**src/rtl/i2c_reg_bank.sv**
```systemverilog
// i2c_reg_bank: register bank loaded from I2C slave write frames (addr, pointer, data...).
// Define I2C_REG_BANK_SHADOW_EN to stage writes in a shadow array committed at frame end.
module i2c_reg_bank #(
   parameter int         NUM_REGS  = 16,
   parameter logic [7:0] RESET_VAL = 8'h00
) (
   input  logic                  clk,
   input  logic                  n_rst,
   input  logic [7:0]            in_data,
   input  logic                  in_ena,
   input  logic                  in_ready,
   output logic [NUM_REGS*8-1:0] regs_flat,
   output logic                  wr_stb,
   output logic [7:0]            wr_addr,
   output logic [7:0]            wr_data,
   output logic                  frame_done,
   output logic                  frame_err
);
   localparam logic [8:0] NR = 9'(NUM_REGS);
   logic [NUM_REGS-1:0][7:0] bank;
   logic [7:0] ptr, ptr_nxt;
   logic [1:0] byte_idx, cur_idx;
   logic rd_frame, any_wr, ready_d;
   logic frame_start, frame_end, byte_ok, cur_rd, data_byte, in_range, wr_hit;

   assign frame_start = ready_d & ~in_ready;
   assign frame_end   = ~ready_d & in_ready;
   assign byte_ok     = in_ena & ~in_ready;
   // A strobe on the start cycle is byte 0 of the new frame, so it sees cleared state.
   assign cur_idx     = frame_start ? 2'd0 : byte_idx;
   assign cur_rd      = ~frame_start & rd_frame;
   assign data_byte   = byte_ok & (cur_idx == 2'd2) & ~cur_rd;
   assign in_range    = {1'b0, ptr} < NR;
   assign wr_hit      = data_byte & in_range;
   assign ptr_nxt     = ({1'b0, ptr} == NR - 9'd1) ? 8'd0 : (ptr == 8'hFF) ? 8'hFF : ptr + 8'd1;

`ifdef I2C_REG_BANK_SHADOW_EN
   logic [NUM_REGS-1:0][7:0] live;
   always_ff @(posedge clk or negedge n_rst)
      if (!n_rst)
         live <= {NUM_REGS{RESET_VAL}};
      else if (frame_end & any_wr & ~frame_err)
         live <= bank;
   assign regs_flat = live;
`else
   assign regs_flat = bank;
`endif

   always_ff @(posedge clk or negedge n_rst) begin
      if (!n_rst) begin
         bank       <= {NUM_REGS{RESET_VAL}};
         ptr        <= 8'd0;
         byte_idx   <= 2'd0;
         rd_frame   <= 1'b0;
         any_wr     <= 1'b0;
         ready_d    <= 1'b1;
         wr_stb     <= 1'b0;
         wr_addr    <= 8'd0;
         wr_data    <= 8'd0;
         frame_done <= 1'b0;
         frame_err  <= 1'b0;
      end else begin
         ready_d    <= in_ready;
         wr_stb     <= wr_hit;
         frame_done <= frame_end & any_wr;
         if (frame_start) begin
            byte_idx  <= 2'd0;
            any_wr    <= 1'b0;
            rd_frame  <= 1'b0;
            frame_err <= 1'b0;
         end
         if (byte_ok) begin
            if (cur_idx == 2'd0) rd_frame <= in_data[0];
            if (cur_idx == 2'd1 && !cur_rd) ptr <= in_data;
            if (cur_idx != 2'd2) byte_idx <= cur_idx + 2'd1;
         end
         if (data_byte) ptr <= ptr_nxt;
         if (data_byte & ~in_range) frame_err <= 1'b1;
         if (wr_hit) begin
            wr_addr <= ptr;
            wr_data <= in_data;
            any_wr  <= 1'b1;
         end
         for (int k = 0; k < NUM_REGS; k++)
            if (wr_hit && ptr == 8'(k)) bank[k] <= in_data;
`ifdef I2C_REG_BANK_SHADOW_EN
         if (frame_end & frame_err) bank <= live;
`endif
      end
   end
endmodule

```
**config.mk**
```make
export PLATFORM = sky130hd
export DESIGN_NAME = i2c_reg_bank
export DESIGN_NICKNAME = d
export VERILOG_FILES = /design/src/rtl/i2c_reg_bank.sv
export SDC_FILE = /design/constraint.sdc
export NUM_CORES = 1
export LEC_CHECK = 0
export ABC_AREA = 1
export CAP_MARGIN = 20
export CORE_MARGIN = 1
export CORE_UTILIZATION = 40
export DETAILED_ROUTE_END_ITERATION = 7
export GPL_ROUTABILITY_DRIVEN = 0
export PLACE_DENSITY = 0.67
export SYNTH_ARGS = -nofsm -noshare
export SYNTH_HDL_FRONTEND = slang
export SYNTH_SLANG_ARGS = --single-unit
```
**constraint.sdc**
```tcl
create_clock -name clk -period 5.5 [get_ports clk]
set_input_delay 0.825 -clock clk [delete_from_list [all_inputs] [get_ports clk]]
set_output_delay 0.825 -clock clk [all_outputs]
set_load 0.02 [all_outputs]
```
==> results of run 1 <==
==> power by group through the flow <==
stage	sequential [uW]	combinational, uW	clock [uW]
2_1_floorplan	1340	265	0
3_3_place_gp	1330	428	0
3_5_place_dp	1330	440	0
4_1_cts	1310	442	1310
5_1_grt	1320	498	1360
6_report	1310	445	1280
==> cell type report <==
type	instances	area share, %
well taps	216	3.034
clock inverters	9	2.009
inverters	38	1.742
multi-input cells	414	24.75
clock buffers	23	5.254
repair buffers	161	18.25
flip-flops and latches	160	44.96
==> layer usage <==
layer / part of all wire, % / up-vias / wire length (um)
li1: - / 2390 / -
met1: 45 / 2436 / 7743
met2: 45 / 188 / 7683
met3: 9.0 / 13 / 1533
met4: 0.84 / 0 / 143
met5: 0 / - / 0
==> synthesized netlist by cell type, drive strengths merged <==
cell type / count
nand2: 177
dfrtp: 159
o21ai: 144
nor2: 41
inv: 38
nand3: 24
buf: 21
a21oi: 17
clkbuf: 9
ha: 7
a22oi: 1
dfstp: 1
nand3b: 1
nor3: 1
xnor2: 1
==> worst max-delay path by stage <==
stage / start / end / slack [ns] / cells after the start
after global routing: in_ready / regs_flat[68] / 2.65 / 14
after global placement: in_ready / regs_flat[79] / 2.54 / 13
after detailed placement: in_ready / regs_flat[68] / 2.46 / 14
final: in_ready / regs_flat[68] / 2.88 / 14
after CTS: in_ready / regs_flat[68] / 2.90 / 14
after floorplan: in_ready / regs_flat[82] / 3.22 / 15
==> kinds of logic after synthesis <==
family                   Yosys count  synth area share [%]
AO/OA/AOI/OAI                    162                 14.51
buffers and inverters             68                 5.772
adder cells (fa/ha/maj)            7                 1.329
XOR/XNOR                           1                0.1329
AND/OR/NAND/NOR                  244                 17.49
flip-flops                       160                 60.77
==> registers in the layout, indices dropped and copies added (netlist names) <==
| signal | flops |
|---|---|
| frame_done | 1 |
| wr_addr | 8 |
| regs_flat | 128 |
| rd_frame | 1 |
| wr_data | 8 |
| wr_stb | 1 |
| ready_d | 1 |
| any_wr | 1 |
| ptr | 8 |
| frame_err | 1 |
| byte_idx | 2 |
==> per-stage QoR <==
stage	utilization [%]	setup WS, ns	hold slack (ns)
floorplan	-	3.215	0.4689
global placement	51.45	2.542	0.4656
detailed placement	51.45	2.457	0.4690
CTS	55.50	2.898	0.1704
global route	55.67	2.649	0.1696
finish	55.67	2.885	0.1907
==> results by group, run 1 <==
Final layout
  • Area of the multi-input gates: roughly 0.0022 mm^2
  • Final #Nets: roughly 800
  • Most common cell after layout, fill and taps aside: nand2_1
  • Ratio of cells with drive above 1 in the final layout: roughly an eighth
  • Register area: between 0.004 and 0.005 mm^2
  • Design area: between 0.008 and 0.009 mm^2
  • Most frequent cells in the layout: nand2_1, dfrtp_1, clkdlybuf4s50_1, o21ai_0
  • Area growth syn-to-layout: 35.16%
  • Fin cells: 1021
  • ANT cells: 0
  • # fillers: 1416

Setup path
  • Critical path fanouts, max: 18
  • Worst Path Arrival: approximately 2.9 ns
  • WS Path Type: in2reg
  • CP top delay family: buffers and inverters
  • Crit path top cell by count: inv_1
  • R2R cell count: 12
  • Largest stage delay on the critical path: 0.43 ns
  • Slowest library cell on the worst path: clkdlybuf4s50_1
  • Worst Path Buf+Inv: 6
  • Critical Path Sink Type: flop
  • CP Cell Sequence: clkdlybuf4s50_1 -> inv_2 -> nand2_2 -> inv_1 -> nor2_1 -> inv_1 -> ha_1 -> inv_1 -> nor2_4 -> nand2_4 -> inv_8 -> nand3_2 -> nand2_1 -> o21ai_0
  • Worst r2r src: ready_d
  • R2R setup slack: about 3.3 ns
  • Critical Path RT: between 5 and 6 ns
  • CP Launch Type: input pin
  • R2R Path End: regs_flat[68]

Routing
  • Overall routed net length: 17100 um
  • Detail Route Antenna Nets: 0
  • Drt first pass iters: 5
  • Routed vias/inst: about 4.9
  • Drt drc: 0
  • Initial DRC count: ~370
  • Via count: around 5.0k
  • DR WL/cell: between 15 and 20 um

STA
  • Rel. slew slack: between 30% and 40%
  • Max Slew Vio Count: 0
  • Count of final setup violators: 0
  • Final min period: between 2 and 3 ns
  • Period utilisation layout: approximately 48%
  • Fmax: 382.4 MHz
  • Setup Skew: 0.008981 ns
  • Setup TNS: 0 ns
  • Hold Fails Final Rpt: 0
  • Worst-margin pin slew: ~0.94 ns
  • Unrepaired setup endpoints after global routing: no

Clock tree
  • Clock Path Buffers: 2
  • Post-CTS Setup Inserts: 0
  • CTS Buf Count: 17
  • CTS tree: yes
  • Clk_lat worst skew: about 0.42 ns
  • Clock Tree Root: clkbuf_16
  • Reg clk slew, reported paths: roughly 0.060 ns
  • Post-CTS Hold Buffers: 0
  • H-tree depth: 4
  • # clock sinks: between 150 and 200
  • Post-cts gate resize count: 0

GRT
  • Met1 Resource Use GR: between 20% and 30%
  • Total GRT Usage: around a fifth
  • Initial antenna violation count: 0
  • Most Used Layer, Global Route: met2
  • Met2 Resource Use GR: about a third
  • Largest net degree at the start of global routing: slightly above 80
  • First-pass GRT wire length: approximately 27000 um
  • Vias in the first global route: ~5k
  • GR Util met3: 7.995%
  • Total gr overflow: 0

Power and ir drop
  • Power per cell area: around 340 mW/mm^2
  • Pwr Total: just over 3000 uW
  • Psw: approximately 820 uW
  • Sequential share of power: between 40% and 50%
  • Sw frac: about 27%
  • Worst vdd ir: 0.2027 mV
  • Clock share of power: between 40% and 50%
  • Cell Int Power: around 2200 uW
  • Gate power share: 14.7%
  • Cell leakage power: about 0.0039 uW

Outcome
  • Outcome: finished, final reports clean

Floorplanning
  • Ports: approximately 160
  • Core area: roughly 0.016 mm^2
  • Die ar.: ~0.017 mm^2
  • Die X: between 100 and 150 um
  • Starting density of the core: between 40 and 50%
  • Die Y: between 100 and 150 um
  • Row Count: between 40 and 50

Place
  • Post-Place Cells: between 900 and 1k
  • Post-Place Cell Area: 0.008233 mm^2
  • Post-DP HPWL: between 10000 and 15000 um
  • I/O Buffers: ~160

Logic synthesis
  • Yosys top cell area share: 60.38%
  • Syn Inst Count: 642
  • Avg Cell Area, Syn: approximately 10 um^2
  • Synth area leader: dfrtp_1
  • Synth warn: 0
  • Mapped Area: approximately 0.0066 mm^2
  • Sequential cell area fraction in the yosys report: roughly 60%
  • Syn Nets: 661
  • Synth unique cells: 28
  • FF+latch count, synth: 160
  • Area contributors post-synth: dfrtp_1, nand2_1, o21ai_0, o21ai_2, o21ai_1

Run
  • Max Cap Viol: 0

Worst hold path
  • Worst hold-check path type: in2async
Note: power is estimated with default switching activity, not from simulation.
==> run 2: changes to the inputs <==
==> constraint.sdc (replaced) <==
create_clock -name clk -period 2.7 [get_ports clk]
set_input_delay 0.405 -clock clk [delete_from_list [all_inputs] [get_ports clk]]
set_output_delay 0.405 -clock clk [all_outputs]
set_load 0.02 [all_outputs]
==> run 2 against run 1 <==
  * First-iteration DRC count is 11% lower
  * Clock skew is 0.0026 ns lower
  * Highest routed layer unchanged
  * Power is 99% higher
  * Via count is 1.3% higher
==> results by group, run 2 (synthesized netlist as in run 1, its figures left out) <==
Final layout
  • Area growth syn-to-layout: 35.47%
  • Most common cell after layout, fill and taps aside: nand2_1
  • Most frequent cells in the layout: nand2_1, dfrtp_1, clkdlybuf4s50_1, o21ai_0
  • Core Util, Final: between 50% and 60%
  • Ratio of cells with drive above 1 in the final layout: a little over an eighth
  • Final #Nets: about 820
  • ANT cells: 0
  • Max reg flops: 128
  • # fillers: 1402

STA
  • Worst-margin pin slew: between 0.6 and 0.7 ns
  • Max Slew Vio Count: 0
  • Unrepaired setup endpoints after global routing: no
  • Setup TNS: 0 ns
  • Rel. slew slack: 59.12%
  • Setup Skew: 0.006360 ns
  • Fmax: ~460 MHz
  • Final min period: between 2 and 2.5 ns
  • Count of final setup violators: 0
  • Hold Fails Final Rpt: 0
  • Period utilisation layout: approximately 80%

Clock tree
  • # clock sinks: 160
  • Post-cts gate resize count: 0
  • CTS tree: yes
  • CTS Buf Count: 17
  • H-tree depth: 4
  • Clk_lat worst skew: 0.42 ns
  • Clock Tree Root: clkbuf_16
  • Reg clk slew, reported paths: approximately 0.060 ns
  • Clock Path Buffers: 2

Routing
  • Drt first pass iters: 5
  • Overall routed net length: approximately 18000 um
  • Via count: 5092
  • Initial DRC count: between 300 and 400
  • DR WL/cell: between 15 and 20 um
  • Routed vias/inst: about 4.9
  • Drt drc: 0
  • Detail Route Antenna Nets: 0

Power and ir drop
  • Worst vdd ir: about 0.47 mV
  • Power per cell area: a little under 700 mW/mm^2
  • Cell leakage power: approximately 0.004 uW

Floorplanning
  • Die Y: ~130 um
  • Die ar.: around 0.017 mm^2
  • Starting density of the core: about two fifths
  • Die X: ~130 um
  • Core area: between 0.015 and 0.02 mm^2
  • Ports: roughly 160
  • Row Count: 46

Worst hold path
  • Worst hold path cell count: 1
  • Worst hold-check path type: in2reg

GRT
  • First-pass GRT wire length: 27390 um
  • Largest net degree at the start of global routing: slightly below 70
  • Total GRT Usage: 22.04%
  • Vias in the first global route: 4885
  • Initial antenna violation count: 0
  • Total gr overflow: 0

Place
  • I/O Buffers: 158
  • Post-DP HPWL: about 12000 um

Setup path
  • R2R cell count: 12
  • Critical Path RT: 2.98 ns
  • Critical Path Sink Type: flop
  • WS Path Type: reg2reg
  • Critical path fanouts, max: 18
  • Worst Path Arrival: between 2 and 2.5 ns
  • CP Launch Type: flop

Outcome
  • Outcome: finished, final reports clean

Run
  • Max Cap Viol: 0
-- run 2: cell count changes in the layout (fill, tap and decap cells not counted), sizes merged --
cell / change
clkinvlp: -2
dlygate4sd3: +1
clkinv: +2
bufinv: -2
clkbuf: +1
inv: -1
buf: +9
-- run 2: path summary, 6_finish.rpt --
kind / start / to / slack [ns]
worst max register to register: ready_d / regs_flat[43] / 0.51
min in group asynchronous: n_rst / regs_flat[61] / 0.56
worst min register to register: regs_flat[62] / regs_flat[62] / 0.49
worst max-delay path: ready_d / regs_flat[43] / 0.51
worst min-delay path: in_ready / ready_d / 0.44
max in group asynchronous: n_rst / regs_flat[2] / 1.38
-- run 2: critical path, stage by stage (launching register included) --
cell	delay, ns
dfstp_2	0.54
nand2_2	0.09
inv_1	0.08
nor2_1	0.06
inv_1	0.08
ha_1	0.15
inv_1	0.07
nor2_4	0.12
nand2_4	0.14
inv_8	0.21
nand3_2	0.26
nand2_1	0.14
o21ai_0	0.09
-- run 2: area by class of cell --
cell class	count	area [um^2]	share of cell area (%)
clock buffer	24	491.7	5.508
clock inverter	6	105.1	1.177
inverter	38	155.1	1.738
multi-input combinational	414	2205	24.70
sequential	160	4005	44.86
tap	216	270.3	3.027
timing repair buffer	171	1695	18.99
-- run 2: routing by layer --
metal	up-vias	GRT usage, %	routed length (um)
li1	2416	-	-
met1	2454	28.74	7728
met2	197	33.35	7849
met3	25	8.610	1637
met4	0	7.978	323
met5	-	0	0
-- run 2: power breakdown --
group | switching, uW | internal [uW] | leakage [uW]
Clock | 903 | 1540 | 0.000296
Combinational | 617 | 313 | 0.00150
Sequential | 143 | 2520 | 0.00218
Total | 1660 | 4370 | 0.00398
-- run 2: repair_timing --
item                                   4_1_cts  5_1_grt
hold buffers                                 1        0
endpoints found under the hold margin        1        0
setup buffers                                0        0
-- run 2: stage by stage --
| step | setup WS [ns] | hold WS [ns] | cell area [um^2] | std cells | power, uW |
|---|---|---|---|---|---|
| global placement | 0.2044 | 0.4380 | 8320 | 998 | 3594 |
| finish | 0.5071 | 0.4386 | 8927 | 1029 | 6036 |
| CTS | 0.5163 | 0.4201 | 8927 | 1029 | 6074 |
| detailed placement | 0.1082 | 0.4493 | 8320 | 998 | 3631 |
| floorplan | 0.7782 | 0.1094 | 6590 | 642 | 3269 |
| global route | 0.2689 | 0.4423 | 8927 | 1029 | 6298 |
==> run 3: changes to the inputs <==
--- a/config.mk
+++ b/config.mk
@@ -11,7 +11,7 @@
 export CORE_UTILIZATION = 40
 export DETAILED_ROUTE_END_ITERATION = 7
 export GPL_ROUTABILITY_DRIVEN = 0
-export PLACE_DENSITY = 0.67
+export PLACE_DENSITY = 0.69
 export SYNTH_ARGS = -nofsm -noshare
 export SYNTH_HDL_FRONTEND = slang
 export SYNTH_SLANG_ARGS = --single-unit
==> constraint.sdc (replaced) <==
create_clock -name clk -period 2 [get_ports clk]
set_input_delay 0.3 -clock clk [delete_from_list [all_inputs] [get_ports clk]]
set_output_delay 0.3 -clock clk [all_outputs]
set_load 0.02 [all_outputs]
==> run 3 against run 2 <==
  * Worst hold slack worse by 0.087 ns
  * Maximum frequency grew 11%
  * Via count is 5.5% higher
  * Register-to-register slack got worse by 0.48 ns
  * Sequential cell count stayed put
  * Critical path type unchanged
  * Critical endpoint is now wr_data[7]
  * Largest power group unchanged
==> results by group, run 3 (synthesized netlist as in run 1, its figures left out) <==
Outcome
  • Outcome: finished, final reports clean

STA
  • Setup TNS: 0 ns
  • Count of final setup violators: 0
  • Unrepaired setup endpoints after global routing: yes
  • Rel. slew slack: 39.56%
  • Fmax: between 500 and 600 MHz
  • Hold Fails Final Rpt: 0
  • Worst-margin pin slew: ~0.9 ns
  • Setup Skew: between 0.007 and 0.008 ns
  • Period utilisation layout: 98.56%
  • Max Slew Vio Count: 0
  • Final min period: between 1.5 and 2 ns

Run
  • Max Cap Viol: 0

Setup path
  • Critical Path Sink Type: flop
  • Critical Path RT: around 2.3 ns
  • R2R cell count: 14
  • WS Path Type: reg2reg
  • Critical path fanouts, max: 6
  • Worst Path Arrival: about 2.2 ns
  • CP Launch Type: flop

Power and ir drop
  • Worst vdd ir: ~0.62 mV
  • Pwr Total: about 8000 uW
  • Power per cell area: ~860 mW/mm^2
  • Cell leakage power: ~0.0042 uW

Final layout
  • # fillers: 1345
  • Register area: between 0.004 and 0.005 mm^2
  • Ratio of cells with drive above 1 in the final layout: 20.07%
  • Area growth syn-to-layout: 43.73%
  • ANT cells: 0
  • Area of the multi-input gates: between 0.002 and 0.0025 mm^2
  • Most frequent cells in the layout: dfrtp_1, clkdlybuf4s50_1, nand2_1, o21ai_0, o21ai_1
  • Max reg flops: roughly 130
  • Final #Nets: around 850
  • Most common cell after layout, fill and taps aside: dfrtp_1

Routing
  • Drt first pass iters: 5
  • Overall routed net length: approximately 19000 um
  • Initial DRC count: 263
  • DR WL/cell: approximately 18 um
  • Detail Route Antenna Nets: 0
  • Routed vias/inst: approximately 5.1
  • Drt drc: 0
  • Via count: ~5.4k

GRT
  • GR Util met3: under 10%
  • Largest net degree at the start of global routing: between 60 and 70
  • Initial antenna violation count: 0
  • Total GRT Usage: a little under a quarter
  • Most Used Layer, Global Route: met2
  • Vias in the first global route: between 5k and 6k
  • Total gr overflow: 0
  • Met2 Resource Use GR: between 30% and 40%
  • First-pass GRT wire length: around 28000 um
  • Met1 Resource Use GR: 29.93%

Clock tree
  • Clk_lat worst skew: around 0.42 ns
  • CTS tree: yes
  • # clock sinks: 160
  • CTS Buf Count: 17
  • Clock Path Buffers: 2
  • Reg clk slew, reported paths: around 0.06 ns
  • Clock Tree Root: clkbuf_16
  • H-tree depth: 4

Floorplanning
  • Ports: 159
  • Die ar.: between 0.015 and 0.02 mm^2
  • Die X: around 130 um
  • Starting density of the core: just over 40%
  • Core area: approximately 0.016 mm^2
  • Die Y: 130.4 um
  • Row Count: 46

Place
  • Post-DP HPWL: 12190 um
  • I/O Buffers: about 160

Worst hold path
  • Worst hold path cell count: 1
  • Worst hold-check path type: in2reg
## run 3: changes by cell type in the layout (fill, tap and decap cells not counted), moves of 4 or more
cell | before | now
nand3_4 | 10 | 14
o21ai_0 | 68 | 54
buf_12 | 1 | 6
nand2_1 | 171 | 149
nand2_2 | 5 | 22
buf_6 | 1 | 5
buf_4 | 11 | 25
o21ai_1 | 38 | 50
## run 3: metrics by stage
step	cell area [um^2]	utilization, %	setup slack, ns	cells	hold WS (ns)
2_1_floorplan	6590	-	0.07817	642	0.004409
3_3_place_gp	8483	53.02	-0.2948	1013	0.3102
3_5_place_dp	8483	53.02	-0.3979	1013	0.3176
4_1_cts	9148	57.17	-0.01482	1048	0.3315
5_1_grt	9472	59.20	-0.05161	1063	0.3492
6_report	9472	59.20	0.02880	1063	0.3512
## run 3: worst max-delay path, cell delays in order (launching register included)
cell,delay [ns]
dfstp_2,0.55
nand2_4,0.06
inv_2,0.05
nor2_2,0.04
inv_2,0.07
ha_4,0.14
inv_4,0.03
nor2_4,0.15
nand2_8,0.13
nor2_8,0.18
buf_12,0.12
inv_8,0.04
buf_12,0.13
nand2_2,0.05
o21ai_1,0.05
## run 3: final cells by class
type / instances / share of cell area, %
sequential: 160 / 42.29
multi-input combinational: 420 / 25.63
timing repair buffer: 196 / 21.07
clock buffer: 24 / 5.086
tap: 216 / 2.853
inverter: 38 / 1.797
clock inverter: 8 / 1.110
timing repair inverter: 1 / 0.1717
## run 3: report_power, final
part | total [uW] | internal (uW) | switching [uW] | leakage, uW
Combinational | 1380 | 466 | 917 | 0.00171
Sequential | 3610 | 3400 | 204 | 0.00218
Clock | 3180 | 1940 | 1250 | 0.000277
Total | 8180 | 5810 | 2370 | 0.00417
## run 3: timing repair
action                                  4_1_cts  5_1_grt
endpoints found under the setup margin       75      149
hold buffers                                  1        0
gates cloned                                  2        8
endpoints found under the hold margin        55        0
setup buffers                                 0        7
pin swaps                                     3        5
resized for setup                             9       58
## run 3: path summary, 6_finish.rpt
path	startpoint	endpoint	slack, ns
setup / recovery	ready_d	wr_data[7]	0.03
hold / removal	in_ready	ready_d	0.35
setup reg to reg	ready_d	wr_data[7]	0.03
hold reg to reg	regs_flat[1]	regs_flat[1]	0.48
max in group asynchronous	n_rst	ready_d	0.84
min in group asynchronous	n_rst	regs_flat[59]	0.45
## run 3: routing by layer
layer / vias to the layer above / routed length (um)
met5: - / 0
met4: 0 / 234
met3: 18 / 1593
met2: 184 / 8820
met1: 2668 / 8340
li1: 2500 / -
